`src/rtl/gbsha_fir_pkg.sv`:
```
// Shared definitions for the gbsha FIR MAC core.
//   state_e     : controller states (IDLE, MAC, DONE)
//   bw_acc      : accumulator width, wide enough that summing N_TAPS
//                 full-scale products can never overflow
//   addr_width  : coefficient address width (at least one bit)
//   h_rst       : coefficient value restored by reset for tap k
package gbsha_fir_pkg;

   typedef enum logic [1:0] {
      IDLE = 2'd0,
      MAC  = 2'd1,
      DONE = 2'd2
   } state_e;

   function automatic int bw_acc(input int bw_in, input int bw_coef, input int n_taps);
      return bw_in + bw_coef + $clog2(n_taps);
   endfunction

   function automatic int addr_width(input int n_taps);
      return (n_taps > 1) ? $clog2(n_taps) : 1;
   endfunction

   function automatic int h_rst(input int k);
      if (k == 0) return 1;
      if (k == 1) return 2;
      return 0;
   endfunction

endpackage

```
`src/rtl/gbsha_fir_requant.sv`:
```
// Combinational requantiser: arithmetic right shift by OUT_SHIFT with
// round-half-up, then saturation to a signed BW_OUT-bit result.
//   acc_i : signed accumulator, BW_ACC bits
//   y_o   : signed saturated result, BW_OUT bits
module gbsha_fir_requant #(
   parameter int BW_ACC    = 18,
   parameter int BW_OUT    = 8,
   parameter int OUT_SHIFT = 0
)(
   input  logic [BW_ACC-1:0] acc_i,
   output logic [BW_OUT-1:0] y_o
);

   // One guard bit so adding the rounding constant can never wrap.
   localparam int BW_EXT = BW_ACC + 1;

   logic signed [BW_EXT-1:0] acc_ext;
   logic signed [BW_EXT-1:0] shifted;

   assign acc_ext = BW_EXT'($signed(acc_i));

   if (OUT_SHIFT > 0) begin : g_round
      localparam logic signed [BW_EXT-1:0] HALF = BW_EXT'(1) << (OUT_SHIFT - 1);
      logic signed [BW_EXT-1:0] rounded;
      assign rounded = acc_ext + HALF;
      assign shifted = rounded >>> OUT_SHIFT;
   end else begin : g_noround
      assign shifted = acc_ext;
   end

   if (BW_OUT >= BW_EXT) begin : g_nosat
      assign y_o = BW_OUT'(shifted);
   end else begin : g_sat
      // The value fits when every bit from the output sign bit upward
      // agrees; otherwise clamp towards the sign of the shifted value.
      localparam int NTOP = BW_EXT - BW_OUT + 1;
      logic [NTOP-1:0] top_bits;
      assign top_bits = shifted[BW_EXT-1:BW_OUT-1];
      always_comb begin
         if ((top_bits == '0) || (top_bits == '1)) begin
            y_o = shifted[BW_OUT-1:0];
         end else if (shifted[BW_EXT-1]) begin
            y_o = {1'b1, {(BW_OUT-1){1'b0}}};
         end else begin
            y_o = {1'b0, {(BW_OUT-1){1'b1}}};
         end
      end
   end

endmodule

```
`src/rtl/gbsha_fir_mac.sv`:
```
// Time-multiplexed FIR filter with one shared multiplier.
// A sample accepted in IDLE is shifted into the delay line, then MAC
// spends N_TAPS cycles accumulating h[k]*x_dl[k], and DONE registers the
// requantised sum into y_out with a one-cycle y_valid pulse.
//   clk       : clock, rising edge
//   reset     : asynchronous reset, active low
//   x_in      : signed input sample (BW_in)
//   x_valid   : sample offered
//   x_ready   : core idle and able to accept a sample
//   coef_we   : coefficient write strobe (honoured in IDLE only)
//   coef_addr : tap index for the write
//   coef_data : signed coefficient (BW_coef)
//   y_out     : signed filtered output (BW_out), held between results
//   y_valid   : one-cycle pulse when y_out updates
module gbsha_fir_mac
   import gbsha_fir_pkg::*;
#(
   parameter int N_TAPS    = 4,
   parameter int BW_in     = 8,
   parameter int BW_coef   = 8,
   parameter int BW_out    = 8,
   parameter int OUT_SHIFT = 0,
   localparam int BW_ACC   = bw_acc(BW_in, BW_coef, N_TAPS),
   localparam int AW       = addr_width(N_TAPS)
)(
   input  logic               clk,
   input  logic               reset,
   input  logic [BW_in-1:0]   x_in,
   input  logic               x_valid,
   output logic               x_ready,
   input  logic               coef_we,
   input  logic [AW-1:0]      coef_addr,
   input  logic [BW_coef-1:0] coef_data,
   output logic [BW_out-1:0]  y_out,
   output logic               y_valid
);

   localparam int BW_P = BW_in + BW_coef;

   state_e state_q, state_d;

   logic signed [BW_in-1:0]   x_dl_q [N_TAPS];
   logic signed [BW_coef-1:0] h_q    [N_TAPS];
   logic signed [BW_ACC-1:0]  acc_q, acc_d;
   logic [AW-1:0]             k_q, k_d;
   logic [BW_out-1:0]         y_out_q, y_out_d;
   logic                      y_valid_q, y_valid_d;

   logic                      accept;
   logic                      coef_wr;
   logic                      last_tap;
   logic signed [BW_P-1:0]    prod;
   logic signed [BW_ACC-1:0]  prod_ext;
   logic [BW_out-1:0]         y_req;

   assign x_ready  = (state_q == IDLE);
   assign accept   = x_ready && x_valid;
   assign coef_wr  = x_ready && coef_we && (int'(coef_addr) < N_TAPS);
   assign last_tap = (k_q == AW'(N_TAPS - 1));

   // Shared multiplier, operand selected by the tap counter.
   assign prod     = BW_P'(h_q[k_q]) * BW_P'(x_dl_q[k_q]);
   assign prod_ext = BW_ACC'(prod);

   for (genvar gi = 0; gi < N_TAPS; gi++) begin : g_tap
      // A write in the accept cycle lands before MAC reads the bank,
      // so that sample already sees the new coefficient.
      always_ff @(posedge clk or negedge reset) begin
         if (!reset) begin
            h_q[gi] <= BW_coef'(h_rst(gi));
         end else if (coef_wr && (coef_addr == AW'(gi))) begin
            h_q[gi] <= coef_data;
         end
      end

      if (gi == 0) begin : g_head
         always_ff @(posedge clk or negedge reset) begin
            if (!reset) begin
               x_dl_q[gi] <= '0;
            end else if (accept) begin
               x_dl_q[gi] <= x_in;
            end
         end
      end else begin : g_body
         always_ff @(posedge clk or negedge reset) begin
            if (!reset) begin
               x_dl_q[gi] <= '0;
            end else if (accept) begin
               x_dl_q[gi] <= x_dl_q[gi-1];
            end
         end
      end
   end

   gbsha_fir_requant #(
      .BW_ACC    (BW_ACC),
      .BW_OUT    (BW_out),
      .OUT_SHIFT (OUT_SHIFT)
   ) u_requant (
      .acc_i (acc_q),
      .y_o   (y_req)
   );

   always_ff @(posedge clk or negedge reset) begin
      if (!reset) begin
         state_q   <= IDLE;
         acc_q     <= '0;
         k_q       <= '0;
         y_out_q   <= '0;
         y_valid_q <= 1'b0;
      end else begin
         state_q   <= state_d;
         acc_q     <= acc_d;
         k_q       <= k_d;
         y_out_q   <= y_out_d;
         y_valid_q <= y_valid_d;
      end
   end

   always_comb begin
      state_d   = state_q;
      acc_d     = acc_q;
      k_d       = k_q;
      y_out_d   = y_out_q;
      y_valid_d = 1'b0;
      case (state_q)
         IDLE: begin
            if (x_valid) begin
               state_d = MAC;
               acc_d   = '0;
               k_d     = '0;
            end
         end
         MAC: begin
            acc_d = acc_q + prod_ext;
            k_d   = k_q + AW'(1);
            if (last_tap) begin
               state_d = DONE;
            end
         end
         DONE: begin
            y_out_d   = y_req;
            y_valid_d = 1'b1;
            state_d   = IDLE;
         end
         default: begin
            state_d = IDLE;
         end
      endcase
   end

   assign y_out   = y_out_q;
   assign y_valid = y_valid_q;

endmodule

```
`config.mk`:
```
export PLATFORM = sky130hd
export DESIGN_NAME = gbsha_fir_mac
export DESIGN_NICKNAME = d
export VERILOG_FILES = /design/src/rtl/gbsha_fir_pkg.sv /design/src/rtl/gbsha_fir_requant.sv /design/src/rtl/gbsha_fir_mac.sv
export SDC_FILE = /design/constraint.sdc
export NUM_CORES = 1
export LEC_CHECK = 0
export ABC_AREA = 1
export CAP_MARGIN = 20
export CORE_MARGIN = 2
export CORE_UTILIZATION = 50
export CTS_CLUSTER_DIAMETER = 100
export DETAILED_ROUTE_END_ITERATION = 10
export MAX_ROUTING_LAYER = met4
export PLACE_DENSITY_LB_ADDON = 0.2
export REMOVE_ABC_BUFFERS = 1
export SYNTH_ARGS = -nofsm -noshare
export SYNTH_HDL_FRONTEND = slang
export SYNTH_SLANG_ARGS = --single-unit
```
`constraint.sdc`:
```
create_clock -name clk -period 7.5 [get_ports clk]
set_input_delay 0.75 -clock clk [delete_from_list [all_inputs] [get_ports clk]]
set_output_delay 0.75 -clock clk [all_outputs]
set_load 0.02 [all_outputs]
```
==> metrics.txt <==
# TYPE chip_impl_metric gauge
chip_impl_metric{name="critPathMaxFanout",unit=""} 23
chip_impl_metric{name="reg2reg_slack",unit="ns"} 1.15
chip_impl_metric{name="synth_sequential_area_ratio",unit=""} 0.315
chip_impl_metric{name="post-route-worst-setup-slack",unit="ns"} 1.15
chip_impl_info{name="root_buffer",value="sky130_fd_sc_hd__clkbuf_16"} 1
chip_impl_metric{name="clock_tree.htree_level_count",unit=""} 3
chip_impl_metric{name="avgRoutedWirePerCell",unit="um"} 14.4
chip_impl_metric{name="synthDistinctLibCells",unit=""} 39
chip_impl_info{name="timing.hold.worst.class",value="in -> async"} 1
chip_impl_info{name="cts_tree",value="built"} 1
chip_impl_metric{name="cts_hold_buf",unit=""} 0
chip_impl_metric{name="clk_latency",unit="ns"} 0.36
chip_impl_metric{name="routabilityCongestion",unit=""} 0.928
chip_impl_metric{name="post_route_cells_drive_above_1_share",unit=""} 0.0631
chip_impl_metric{name="fp.coreArea",unit="um2"} 14600
chip_impl_info{name="netlist.top_cell.by_area",value="sky130_fd_sc_hd__dfrtp_1"} 1
chip_impl_info{name="status",value="finished, final reports clean"} 1
chip_impl_info{name="post_synth_main_area_contributors",value="sky130_fd_sc_hd__dfrtp_1, sky130_fd_sc_hd__fa_1, sky130_fd_sc_hd__nand2_1"} 1
chip_impl_info{name="ys.flop_type",value="sky130_fd_sc_hd__dfrtp_1"} 1
chip_impl_metric{name="io_pins",unit=""} 32
chip_impl_metric{name="postRouteWirelength",unit="um"} 15900
chip_impl_metric{name="post_synth.cell_area_avg",unit="um2"} 8.48
chip_impl_info{name="cp-end-kind",value="flop"} 1
chip_impl_metric{name="final.min_clock_period",unit="ns"} 6.35
chip_impl_metric{name="max-clock-path-buffers",unit=""} 2
chip_impl_metric{name="wire_length_of_the_first_global_routing_pass",unit="um"} 28800
chip_impl_metric{name="antenna_violations_before_repair",unit=""} 0
chip_impl_metric{name="dr.first_iter.drc_count",unit=""} 398
chip_impl_info{name="yosysMostFrequentCell",value="sky130_fd_sc_hd__nand2_1"} 1
chip_impl_metric{name="portBuffers",unit=""} 31
chip_impl_metric{name="fin_worst_skew",unit="ns"} 0.00628
chip_impl_info{name="rsz_0062_raised_after_global_routing",value="false"} 1
chip_impl_info{name="cp-start-kind",value="flop"} 1
chip_impl_metric{name="cts_inserted_buffers",unit=""} 9
chip_impl_metric{name="max_cap_viol_count",unit=""} 0
chip_impl_metric{name="finalCritPeriodShare",unit=""} 0.846
chip_impl_metric{name="route.detailed.drc",unit=""} 0
chip_impl_metric{name="hpwlAfterDp",unit="um"} 12400
chip_impl_metric{name="first_global_vias",unit=""} 5889
chip_impl_metric{name="cts-resized-gates",unit=""} 0
chip_impl_metric{name="syn2layout_area_growth",unit="%"} 10.0
chip_impl_metric{name="worst_slew_margin_rel",unit=""} 0.330
chip_impl_metric{name="synth_enable_flop_cells",unit=""} 0
chip_impl_metric{name="grt_remaining_overflow",unit=""} 0
chip_impl_metric{name="fin_nets",unit=""} 1059
chip_impl_metric{name="die-area",unit="um2"} 16100
chip_impl_metric{name="timing.critical_path.required",unit="ns"} 7.75
chip_impl_metric{name="antenna_cells_inserted",unit=""} 0
chip_impl_metric{name="cts_setup_buffers",unit=""} 0
chip_impl_metric{name="pre_cts_worst_setup_slack",unit="ns"} 1.19
chip_impl_metric{name="core.rowCount",unit=""} 44
chip_impl_metric{name="starting_density_of_the_core",unit=""} 0.516
chip_impl_metric{name="routed-via-count",unit=""} 5688
chip_impl_metric{name="path_clk_slew",unit="ns"} 0.07
chip_impl_metric{name="hold_violations",unit=""} 0
chip_impl_metric{name="worst_pin_slew",unit="ns"} 1.00
chip_impl_info{name="worst-setup-path-type",value="reg -> reg"} 1
chip_impl_metric{name="detail_route.first_pass.iterations",unit=""} 5
chip_impl_info{name="synth.cells.most_frequent",value="sky130_fd_sc_hd__nand2_1, sky130_fd_sc_hd__inv_1, sky130_fd_sc_hd__nor2_1"} 1
chip_impl_metric{name="grt_max_degree",unit=""} 68
chip_impl_metric{name="setup-tns-final",unit="ns"} 0
chip_impl_metric{name="detail-route-antenna-nets",unit=""} 0
chip_impl_metric{name="synth_top_area_frac",unit=""} 0.308
chip_impl_metric{name="arrival",unit="ns"} 6.60
chip_impl_metric{name="syn-cell-area",unit="um2"} 7550
chip_impl_metric{name="report.final.slew_viol_count",unit=""} 0
chip_impl_metric{name="die_w",unit="um"} 127
chip_impl_metric{name="ys_async_sr_fraction",unit=""} 1.00
chip_impl_metric{name="globalRouteTotalUtil",unit=""} 0.231
chip_impl_metric{name="vias_per_cell",unit=""} 5.16
chip_impl_metric{name="postSynthCellCount",unit=""} 891
chip_impl_metric{name="setup_violations",unit=""} 0
chip_impl_metric{name="chipHeight",unit="um"} 127
chip_impl_metric{name="fmaxAchievable",unit="GHz"} 0.158
chip_impl_metric{name="synth-seq-cells",unit=""} 95
chip_impl_metric{name="cts.sinks",unit=""} 95
chip_impl_metric{name="yosys_warnings",unit=""} 0
## kinds of logic (layout without fill, tap and decap cells)
| kind of cell | count (synthesis) | count (layout) | synth area share |
|---|---|---|---|
| buffers and inverters | 188 | 216 | 0.100 |
| adder cells (fa/ha/maj) | 123 | 123 | 0.283 |
| flip-flops | 95 | 95 | 0.315 |
| XOR/XNOR | 3 | 3 | 0.00348 |
| AO/OA/AOI/OAI | 146 | 146 | 0.119 |
| AND/OR/NAND/NOR | 336 | 336 | 0.179 |
## path summary, 6_finish.rpt
kind / from / endpoint / cells after the start
worst max-delay path: k_q[0] / acc_q[17] / 23
worst min-delay path: reset / x_dl_q[25] / 1
max in group asynchronous: reset / acc_q[8] / 2
worst min register to register: h_q[8] / h_q[8] / 2
worst max register to register: k_q[0] / acc_q[17] / 23
min in group clk: h_q[8] / h_q[8] / 2
## critical path, cell delays in order (launching register included)
cell	delay [ns]
sky130_fd_sc_hd__dfrtp_1	0.75
sky130_fd_sc_hd__buf_4	0.37
sky130_fd_sc_hd__nand2_1	0.10
sky130_fd_sc_hd__a32oi_2	0.42
sky130_fd_sc_hd__inv_2	0.09
sky130_fd_sc_hd__nor2_2	0.61
sky130_fd_sc_hd__inv_2	0.08
sky130_fd_sc_hd__fa_1	0.51
sky130_fd_sc_hd__inv_1	0.05
sky130_fd_sc_hd__fa_1	0.47
sky130_fd_sc_hd__fa_1	0.57
sky130_fd_sc_hd__fa_1	0.45
sky130_fd_sc_hd__fa_1	0.49
sky130_fd_sc_hd__ha_1	0.36
sky130_fd_sc_hd__nand2_1	0.14
sky130_fd_sc_hd__inv_1	0.05
sky130_fd_sc_hd__nand2_1	0.05
sky130_fd_sc_hd__nand2_1	0.04
sky130_fd_sc_hd__nor2_1	0.27
sky130_fd_sc_hd__nor2_1	0.07
sky130_fd_sc_hd__nor2_1	0.09
sky130_fd_sc_hd__nand3_1	0.07
sky130_fd_sc_hd__nand3_1	0.07
sky130_fd_sc_hd__nand2_1	0.06
## metal layers
layer,GRT usage,part of all wire,vias to the layer above
li1,-,-,2812
met1,0.318,0.48,2755
met2,0.359,0.46,103
met3,0.0346,0.042,18
met4,0.0672,0.016,0
met5,-,0,-
## registers in the layout (all words and copies together) (netlist names)
register  count
x_dl_q       32
h_q          32
state_q       2
acc_q        18
y_out         8
y_valid       1
k_q           2
## layout make-up
type                            count  area, um2
Clock buffer                       11        253
Clock inverter                      5       72.6
Fill cell                        1358       6330
Inverter                          165        619
Multi-Input combinational cell    608       4420
Sequential cell                    95       2380
Tap cell                          184        230
Timing Repair Buffer               35        338
## layout by cell type, fill, tap and decap left out, drive strengths merged, types with 3 or more instances in the layout
cell type / count
clkbuf: 11
fa: 80
inv: 166
nand2: 205
clkinv: 3
nor4: 3
nor3: 3
nand3: 21
dfrtp: 93
buf: 5
clkdlybuf4s50: 30
o21ai: 73
ha: 43
a21oi: 48
nor2: 101
a32oi: 13
o22ai: 3
## stage by stage
step	hold slack [ns]	util	std cells	area (um2)
5_1_grt	0.329	0.567	1103	8310
2_1_floorplan	0.453	-	868	7410
3_5_place_dp	0.474	0.545	1087	7980
4_1_cts	0.299	0.567	1103	8310
3_3_place_gp	0.467	0.545	1087	7980
6_report	0.297	0.567	1103	8310
Power is not shown: default switching activity piles up to over one toggle a cycle in this logic, so the estimate is an artifact.
